[config.mk]
export PLATFORM = sky130hd
export DESIGN_NAME = telegraph_packer_flat
export DESIGN_NICKNAME = d
export VERILOG_FILES = /design/src/rtl/telegraph_pkg.sv /design/src/rtl/telegraph_packer_if.sv /design/src/rtl/telegraph_fifo.sv /design/src/rtl/telegraph_packer.sv /design/src/flat_wrapper.sv
export SDC_FILE = /design/constraint.sdc
export NUM_CORES = 1
export LEC_CHECK = 0
export BUFFER_PORTS_ARGS = -buffer_cell sky130_fd_sc_hd__buf_4
export CAP_MARGIN = 0
export CORE_MARGIN = 10
export CORE_UTILIZATION = 40
export CTS_CLUSTER_DIAMETER = 40
export CTS_CLUSTER_SIZE = 16
export DETAILED_ROUTE_END_ITERATION = 10
export SYNTH_ARGS = -nofsm -noshare
export SYNTH_HDL_FRONTEND = slang
export SYNTH_SLANG_ARGS = --single-unit
[constraint.sdc]
create_clock -name Clk -period 7.19 [get_ports Clk]
set_input_delay 1.438 -clock Clk [delete_from_list [all_inputs] [get_ports Clk]]
set_output_delay 1.438 -clock Clk [all_outputs]
set_load 0.03 [all_outputs]
[src/rtl/telegraph_pkg.sv]
// Shared types and defaults for the telegraph serial-to-byte packer.
package telegraph_pkg;

  localparam int unsigned FIFO_DEPTH_DEFAULT = 4;
  localparam int unsigned IDLE_LIMIT_DEFAULT = 15;
  localparam int unsigned BYTE_W             = 8;
  localparam int unsigned LEN_W              = 4;
  localparam int unsigned CNT_W              = 4;
  localparam int unsigned IDLE_W             = 4;
  localparam int unsigned BITCNT_W           = 3;

  typedef enum logic {
    IDLE = 1'b0,
    RECV = 1'b1
  } fsmState_t;

  typedef struct packed {
    logic [BYTE_W-1:0] data;
    logic [LEN_W-1:0]  len;
    logic              last;
  } entry_t;

endpackage

[src/rtl/telegraph_packer_if.sv]
// Serial input and packed-byte output bundle of the telegraph packer.
interface telegraph_packer_if;
  import telegraph_pkg::*;

  logic              ClkEn;
  logic              SerIn;
  logic              SerInValid;
  logic [BYTE_W-1:0] ByteOut;
  logic [LEN_W-1:0]  ByteLen;
  logic              ByteLast;
  logic              ByteValid;
  logic              ByteReady;
  logic [CNT_W-1:0]  FifoCnt;
  logic              Overflow;

  // master: the packer; slave: serial source plus byte consumer
  modport master (
    input  ClkEn, SerIn, SerInValid, ByteReady,
    output ByteOut, ByteLen, ByteLast, ByteValid, FifoCnt, Overflow
  );

  modport slave (
    output ClkEn, SerIn, SerInValid, ByteReady,
    input  ByteOut, ByteLen, ByteLast, ByteValid, FifoCnt, Overflow
  );

endinterface

[src/rtl/telegraph_fifo.sv]
// Output FIFO of packed entries; head, valid and count are registered.
module telegraph_fifo
  import telegraph_pkg::*;
#(
  parameter int unsigned FIFO_DEPTH = FIFO_DEPTH_DEFAULT
) (
  input  logic             Clk,
  input  logic             Rst,
  input  logic             Push,
  input  entry_t           PushEntry,
  input  logic             PopReady,
  output entry_t           HeadEntry,
  output logic             HeadValid,
  output logic [CNT_W-1:0] Count,
  output logic             Overflow
);

  localparam int unsigned ADDR_W = $clog2(FIFO_DEPTH);

  entry_t            mem [FIFO_DEPTH];
  logic [ADDR_W-1:0] rdPtr;
  logic [ADDR_W-1:0] wrPtr;
  logic [ADDR_W-1:0] rdPtrNext;
  logic [ADDR_W-1:0] wrPtrNext;
  logic [CNT_W-1:0]  countNext;
  logic              pop;
  logic              doPush;
  entry_t            headNext;

  // A full FIFO still accepts a push when the head leaves in the same cycle.
  always_comb begin
    pop       = HeadValid && PopReady;
    doPush    = Push && ((Count < CNT_W'(FIFO_DEPTH)) || pop);
    rdPtrNext = pop ? rdPtr + ADDR_W'(1) : rdPtr;
    wrPtrNext = doPush ? wrPtr + ADDR_W'(1) : wrPtr;
    countNext = Count + CNT_W'(doPush) - CNT_W'(pop);
    headNext  = '0;
    if (countNext != '0) begin
      if (doPush && (wrPtr == rdPtrNext)) begin
        headNext = PushEntry;
      end else begin
        headNext = mem[rdPtrNext];
      end
    end
  end

  always_ff @(posedge Clk) begin
    if (doPush) begin
      mem[wrPtr] <= PushEntry;
    end
  end

  always_ff @(posedge Clk or negedge Rst) begin
    if (!Rst) begin
      rdPtr     <= '0;
      wrPtr     <= '0;
      Count     <= '0;
      HeadEntry <= '0;
      HeadValid <= 1'b0;
      Overflow  <= 1'b0;
    end else begin
      rdPtr     <= rdPtrNext;
      wrPtr     <= wrPtrNext;
      Count     <= countNext;
      HeadEntry <= headNext;
      HeadValid <= (countNext != '0);
      if (Push && !doPush) begin
        Overflow <= 1'b1;
      end
    end
  end

endmodule

[src/rtl/telegraph_packer.sv]
// Packs enabled serial bits MSB-first into bytes, closes frames on idle timeout
// and queues the resulting entries for a ready/valid consumer.
module telegraph_packer
  import telegraph_pkg::*;
#(
  parameter int unsigned FIFO_DEPTH = FIFO_DEPTH_DEFAULT,
  parameter int unsigned IDLE_LIMIT = IDLE_LIMIT_DEFAULT
) (
  input logic                Clk,
  input logic                Rst,
  telegraph_packer_if.master bus
);

  fsmState_t            state;
  fsmState_t            stateNext;
  logic [BYTE_W-1:0]    sr;
  logic [BYTE_W-1:0]    srNext;
  logic [BITCNT_W-1:0]  bitCnt;
  logic [BITCNT_W-1:0]  bitCntNext;
  logic [IDLE_W-1:0]    idleCnt;
  logic [IDLE_W-1:0]    idleCntNext;
  logic [IDLE_W-1:0]    idleInc;
  entry_t               stage;
  entry_t               stageNext;
  logic                 stageFull;
  logic                 stageFullNext;
  logic                 accept;
  logic                 pushReq;
  entry_t               pushEntry;
  logic [BYTE_W-1:0]    partialData;

  entry_t               head;
  logic                 headValid;
  logic [CNT_W-1:0]     fifoCnt;
  logic                 overflow;

  // Next-state and push decision; accept and timeout are mutually exclusive.
  always_comb begin
    stateNext     = state;
    srNext        = sr;
    bitCntNext    = bitCnt;
    idleCntNext   = idleCnt;
    stageNext     = stage;
    stageFullNext = stageFull;
    pushReq       = 1'b0;
    pushEntry     = '0;
    accept        = bus.ClkEn && bus.SerInValid;
    idleInc       = idleCnt + IDLE_W'(1);
    partialData   = sr << (LEN_W'(BYTE_W) - LEN_W'(bitCnt));

    case (state)
      IDLE: begin
        if (accept) begin
          stateNext = RECV;
        end
      end
      RECV: begin
        if (bus.ClkEn && !bus.SerInValid) begin
          idleCntNext = idleInc;
          if (idleInc == IDLE_W'(IDLE_LIMIT)) begin
            if (bitCnt != '0) begin
              pushReq   = 1'b1;
              pushEntry = '{data: partialData, len: LEN_W'(bitCnt), last: 1'b1};
            end else if (stageFull) begin
              pushReq        = 1'b1;
              pushEntry      = stage;
              pushEntry.last = 1'b1;
            end
            stateNext     = IDLE;
            srNext        = '0;
            bitCntNext    = '0;
            idleCntNext   = '0;
            stageNext     = '0;
            stageFullNext = 1'b0;
          end
        end
      end
      default: stateNext = IDLE;
    endcase

    if (accept) begin
      srNext      = {sr[BYTE_W-2:0], bus.SerIn};
      bitCntNext  = bitCnt + BITCNT_W'(1);
      idleCntNext = '0;
      // The staged byte is known not to be final once another bit arrives.
      if (stageFull) begin
        pushReq        = 1'b1;
        pushEntry      = stage;
        pushEntry.last = 1'b0;
        stageFullNext  = 1'b0;
      end
      if (bitCnt == BITCNT_W'(BYTE_W - 1)) begin
        stageNext     = '{data: {sr[BYTE_W-2:0], bus.SerIn}, len: LEN_W'(BYTE_W), last: 1'b0};
        stageFullNext = 1'b1;
      end
    end
  end

  always_ff @(posedge Clk or negedge Rst) begin
    if (!Rst) begin
      state     <= IDLE;
      sr        <= '0;
      bitCnt    <= '0;
      idleCnt   <= '0;
      stage     <= '0;
      stageFull <= 1'b0;
    end else begin
      state     <= stateNext;
      sr        <= srNext;
      bitCnt    <= bitCntNext;
      idleCnt   <= idleCntNext;
      stage     <= stageNext;
      stageFull <= stageFullNext;
    end
  end

  telegraph_fifo #(
    .FIFO_DEPTH(FIFO_DEPTH)
  ) uFifo (
    .Clk       (Clk),
    .Rst       (Rst),
    .Push      (pushReq),
    .PushEntry (pushEntry),
    .PopReady  (bus.ByteReady),
    .HeadEntry (head),
    .HeadValid (headValid),
    .Count     (fifoCnt),
    .Overflow  (overflow)
  );

  assign bus.ByteOut   = head.data;
  assign bus.ByteLen   = head.len;
  assign bus.ByteLast  = head.last;
  assign bus.ByteValid = headValid;
  assign bus.FifoCnt   = fifoCnt;
  assign bus.Overflow  = overflow;

endmodule

[src/flat_wrapper.sv]
// flat-port wrapper written by rule: the top's interface ports become plain ports
module telegraph_packer_flat import telegraph_pkg::*;
#(
  parameter int unsigned FIFO_DEPTH = FIFO_DEPTH_DEFAULT,
  parameter int unsigned IDLE_LIMIT = IDLE_LIMIT_DEFAULT
)
  (Clk, Rst, bus_ClkEn, bus_SerIn, bus_SerInValid, bus_ByteReady, bus_ByteOut, bus_ByteLen, bus_ByteLast, bus_ByteValid, bus_FifoCnt, bus_Overflow);
  telegraph_packer_if bus_i ();
  input logic Clk;
  input logic Rst;
  input wire logic [$bits(bus_i.ClkEn)-1:0] bus_ClkEn;
  input wire logic [$bits(bus_i.SerIn)-1:0] bus_SerIn;
  input wire logic [$bits(bus_i.SerInValid)-1:0] bus_SerInValid;
  input wire logic [$bits(bus_i.ByteReady)-1:0] bus_ByteReady;
  output wire logic [$bits(bus_i.ByteOut)-1:0] bus_ByteOut;
  output wire logic [$bits(bus_i.ByteLen)-1:0] bus_ByteLen;
  output wire logic [$bits(bus_i.ByteLast)-1:0] bus_ByteLast;
  output wire logic [$bits(bus_i.ByteValid)-1:0] bus_ByteValid;
  output wire logic [$bits(bus_i.FifoCnt)-1:0] bus_FifoCnt;
  output wire logic [$bits(bus_i.Overflow)-1:0] bus_Overflow;
  assign bus_i.ClkEn = bus_ClkEn;
  assign bus_i.SerIn = bus_SerIn;
  assign bus_i.SerInValid = bus_SerInValid;
  assign bus_i.ByteReady = bus_ByteReady;
  assign bus_ByteOut = bus_i.ByteOut;
  assign bus_ByteLen = bus_i.ByteLen;
  assign bus_ByteLast = bus_i.ByteLast;
  assign bus_ByteValid = bus_i.ByteValid;
  assign bus_FifoCnt = bus_i.FifoCnt;
  assign bus_Overflow = bus_i.Overflow;
  telegraph_packer #(.FIFO_DEPTH(FIFO_DEPTH), .IDLE_LIMIT(IDLE_LIMIT)) u_core (.Clk(Clk), .Rst(Rst), .bus(bus_i));
endmodule
Yosys cells after proc, flatten, opt, wreduce, memory -nomap -nowiden
Memory sizes are Yosys's and may differ from the RTL's.
Cells that the tools add are included.

storage, ports and cells
  bits in registers = 53
  bits in writable memories = 52
  input bits = 6
  memories kept = 1
  word-level logic and storage cells = 92
  output and inout port bits = 19

memory list
  memory            words  bits a word  read ports  clocked after Yosys merged registers in  wr ports  RTL line              RTL
  u_core.uFifo.mem  4      13           1           0                                        1         telegraph_fifo.sv:20  entry_t mem [FIFO_DEPTH];

cells by class
  add/subtract/negate cells = 7
  equality and inequality tests = 3
  bitwise gates (word level) = 1
  shifts and indexed selects = 1
  reductions and logical operators = 16
  multiplexer cells = 46
  order comparisons = 1

operators by type and width
  cell                   number
  $mux W13               14
  $mux W8                4
  $mux W1                18
  $mux W4                4
  $mux W3                4
  $shl A8 B4 Y8          1
  $logic_and A1 B1 Y1    6
  $reduce_bool A2 Y1     3
  $add A2 B1 Y2 const B  2
  $add A4 B1 Y4          1
  $add A4 B1 Y4 const B  1
  $eq A4 B4 Y1 const B   1
  $lt A4 B3 Y1 const B   1
  $reduce_bool A4 Y1     1
  $sub A4 B1 Y4          1
  $sub A4 B3 Y4 const A  1
  $add A3 B1 Y3 const B  1
  $eq A3 B3 Y1 const B   1
  $reduce_and A3 Y1      1
  $reduce_bool A3 Y1     1
  $eq A2 B2 Y1           1
  $logic_not A1 Y1       2
  $mux W2                1
  $pmux W1 S2            1
  3 further kinds        3

Depth between registers and ports, before layout
  depth in word-level cells = 12
  depth in mapped cells = 16

Modules after synthesis
Synthesis repeated with hierarchy kept, for this count alone.

second synthesis, totals
  cell total of the unflattened synthesis = 337
  area, all modules = 4683.2 um^2

by module, submodules not included
  module            area an instance (um^2)  times used  cells an instance
  telegraph_fifo    3006.6                   1           160
  telegraph_packer  1676.6                   1           177

Worst setup path after synthesis
No wires, ideal clock.

  kind = input -> register
  start point = input bus_SerInValid
  end point = register u_core.uFifo.HeadEntry[0] in the netlist's numbering
  data arrival time = 4.176 ns
  setup time = 0.132 ns
  path slack = 2.882 ns
  path buffers = 1
  stages = 11
  cell sequence = nand4b_4 -> nor4b_1 -> a21oi_1 -> nand3_1 -> o21ai_1 -> ha_1 -> fa_1 -> xor2_1 -> nor4_4 -> clkbuf_1 -> nor2_1

RTL lines
  element               RTL line              RTL
  from (decl)           flat_wrapper.sv:13    input wire logic [$bits(bus_i.SerInValid)-1:0] bus_SerInValid;
  to (signal assigned)  telegraph_fifo.sv:65  HeadEntry <= headNext;
  to (decl)             telegraph_fifo.sv:12  output entry_t HeadEntry,

==> flow_summary.json <==
{
  "grt_start_max_net_pins": 53,
  "cap_violations": 0,
  "cp-end-kind": "flop",
  "num_rows": 39,
  "fp.dieH_um": 129.4,
  "worst_pin_slew_ns": 0.8991,
  "crit_type": "primary input to flop",
  "cts_hold_buf": 0,
  "peakVddDrop_mv": 0.1530,
  "syn-instance-count": 340,
  "final_nets": 383,
  "ys_seq_area_share_pct": 59.77,
  "postLayoutCoreUtil_pct": 46.32,
  "setup_viol_count_final": 0,
  "skew_ns": 0.01060,
  "synth_largest_area_cell": "edfxtp_1",
  "drtPass1Iterations": 6,
  "avgSynthCellArea_um2": 14.09,
  "power.total_mw": 2.232,
  "r2r_cells": 14,
  "syn-cell-area_um2": 4790,
  "clk_pin_slew_ns": 0.07,
  "syn_to_final_growth_pct": 11.83,
  "antenna_found_initial": 0,
  "io_pins": 25,
  "overflow": 0,
  "synth_top_area_share_pct": 32.60,
  "cts_root_buffer": "clkbuf_16",
  "min_period_over_period_pct": 65.83,
  "vias_per_cell": 5.292,
  "ys_seq_elements": 104,
  "grt_pass1_vias": 2820,
  "path_max_fanout": 12,
  "yosys_warnings": 0,
  "post_drt_wl_per_cell_um": 17.58,
  "synthTopCellsByArea": "edfxtp_1, dfrtp_1, mux4_2, mux2i_1, ha_1",
  "clockBufferDepth": 2,
  "setup_tns_ns": 0,
  "cts.htree.levels": 3,
  "synth_edf_count": 52,
  "drtAntennaViolNets": 0,
  "cts_tree": "done",
  "die_area_um2": 16750,
  "post_cts_resized": 0,
  "fmax_mhz": 211.3,
  "vias": 2699,
  "drt_iter0_drc": 139,
  "synth.distinct_cells": 60,
  "critPathArrivalTime_ns": 4.97,
  "reg2reg_slack_ns": 2.47,
  "dp_hpwl_mm": 6.166,
  "worstSetupEndpoint": "u_core.uFifo.HeadEntry[5]",
  "antenna_cells": 0,
  "io_buffers": 24,
  "crit_required_ns": 7.42,
  "r2r-end": "u_core.uFifo.HeadEntry[5]",
  "slew_viol_final": 0,
  "fillers": 1015,
  "min_period_ns": 4.733,
  "place_congestion": 0.8151,
  "syn-num-nets": 361,
  "status": "finished clean",
  "grt_pass1_wl_mm": 15.06,
  "drive_gt1_share_pct": 19.07,
  "leakage_nw": 2.282,
  "drc_errors": 0,
  "wirelength_mm": 8.964,
  "start_util_pct": 41.42,
  "grt_setup_unrepaired": "false",
  "core_area_um2": 11560,
  "hold_path_class": "flop to flop",
  "die_w_um": 129.4,
  "clk_latency_ns": 0.34,
  "slew_headroom_pct": 39.61,
  "finalHoldViolations": 0,
  "critPathLaunch": "bus_SerInValid",
  "cts_num_sinks": 104,
  "cts_setup_buffers": 0,
  "numCtsBuffers": 9,
  "reg2reg_from": "u_core.bitCnt[0]",
  "grt_use_total_pct": 11.34,
  "synthArstFlopShare_pct": 50.00,
  "p_per_area_nw_per_um2": 416.6,
  "yosys_most_used_dff": "edfxtp_1",
  "startpoint_type": "primary input"
}
## kinds of logic (layout without fill, tap and decap cells)
| family | Yosys count | count (layout) | synth area share (%) |
|---|---|---|---|
| compound gates | 56 | 56 | 9.666 |
| xor+xnor | 6 | 6 | 1.254 |
| fa+ha+maj | 15 | 15 | 4.075 |
| buf+inv | 30 | 57 | 3.239 |
| flops | 104 | 104 | 59.77 |
| mux | 33 | 33 | 10.58 |
| simple gates | 96 | 96 | 11.42 |
## worst min path at each step
stage / to / depth (start not counted) / slack, ns / from
2_1_floorplan: u_core.stage[4] / 2 / 0.44 / u_core.stage[4]
3_3_place_gp: u_core.stage[4] / 2 / 0.45 / u_core.stage[4]
3_5_place_dp: u_core.uFifo.Overflow / 1 / 0.46 / u_core.uFifo.Overflow
4_1_cts: u_core.stage[4] / 2 / 0.48 / u_core.stage[4]
5_1_grt: u_core.stage[4] / 2 / 0.51 / u_core.stage[4]
6_report: u_core.stage[4] / 2 / 0.48 / u_core.stage[4]
## metrics by stage
step / std cells / area, µm² / setup slack, ns / hold slack, ns
after floorplan: 340 / 4790 / 2.882 / 0.4387
after global placement: 494 / 5065 / 2.224 / 0.4550
after detailed placement: 494 / 5065 / 2.043 / 0.4633
after CTS: 510 / 5356 / 2.407 / 0.4804
after global routing: 510 / 5356 / 2.036 / 0.5078
final: 510 / 5356 / 2.457 / 0.4794
## Yosys cell counts, types with 5 or more instances
library cell  count
nor2_1           13
ha_1             14
mux2i_1          18
o2bb2ai_1         7
dfrtp_1          52
nand2_1          37
o21ai_0           5
inv_1            15
a21oi_1           6
a22o_1           16
mux4_2           14
nand3_1          12
edfxtp_1         52
and2_1            7
## flip-flops by register name (all words and copies together) (netlist names), 2 cells and up
| name | cells |
|---|---|
| u_core.idleCnt | 4 |
| u_core.uFifo.rdPtr | 2 |
| u_core.stage | 12 |
| u_core.uFifo.HeadEntry | 13 |
| u_core.uFifo.wrPtr | 2 |
| u_core.sr | 8 |
| u_core.uFifo.Count | 4 |
| u_core.uFifo.mem | 52 |
| u_core.bitCnt | 3 |
## per-layer routing
metal / GRT usage [%] / routed length, µm / vias up
met3: 3.507 / 335 / 6
met5: 0 / 0 / -
met4: 2.778 / 62 / 0
li1: - / - / 1313
met1: 14.67 / 4294 / 1344
met2: 18.24 / 4272 / 36
## layout by cell type, fill, tap and decap left out, types with 12 or more instances in the layout
cell and instances:
edfxtp_1 52, a22o_1 16, buf_4 26, nor2_1 13, ha_1 14, dfrtp_1 52, inv_1 15, nand3_1 12
mux4_2 14, nand2_1 37, mux2i_1 18
## power by group
| group | leakage, nW | switching, mW | internal, mW |
|---|---|---|---|
| combinational | 1.02 | 0.500 | 0.392 |
| sequential | 1.12 | 0.113 | 0.760 |
| clock | 0.142 | 0.224 | 0.242 |
| total | 2.28 | 0.837 | 1.39 |
## final cells by class
| type | count | area (µm²) | area share, % |
|---|---|---|---|
| sequential | 104 | 2863 | 53.45 |
| multi-input combinational | 206 | 1772 | 33.08 |
| clock buffer | 9 | 225.2 | 4.205 |
| timing repair buffer | 26 | 195.2 | 3.644 |
| tap | 143 | 178.9 | 3.340 |
| clock inverter | 7 | 66.31 | 1.238 |
| inverter | 15 | 56.30 | 1.051 |
## worst max-delay path, cell delays in order
cell      delay (ns)
buf_4           0.12
nand4b_4        0.21
nor4b_1         0.78
a21oi_1         0.20
nand3_1         0.21
o21ai_1         0.09
ha_1            0.21
fa_1            0.38
xor2_1          0.21
nor4_4          0.76
nor2b_4         0.09
a22o_1          0.26
No activity file was read; power rests on OpenSTA's default activity.
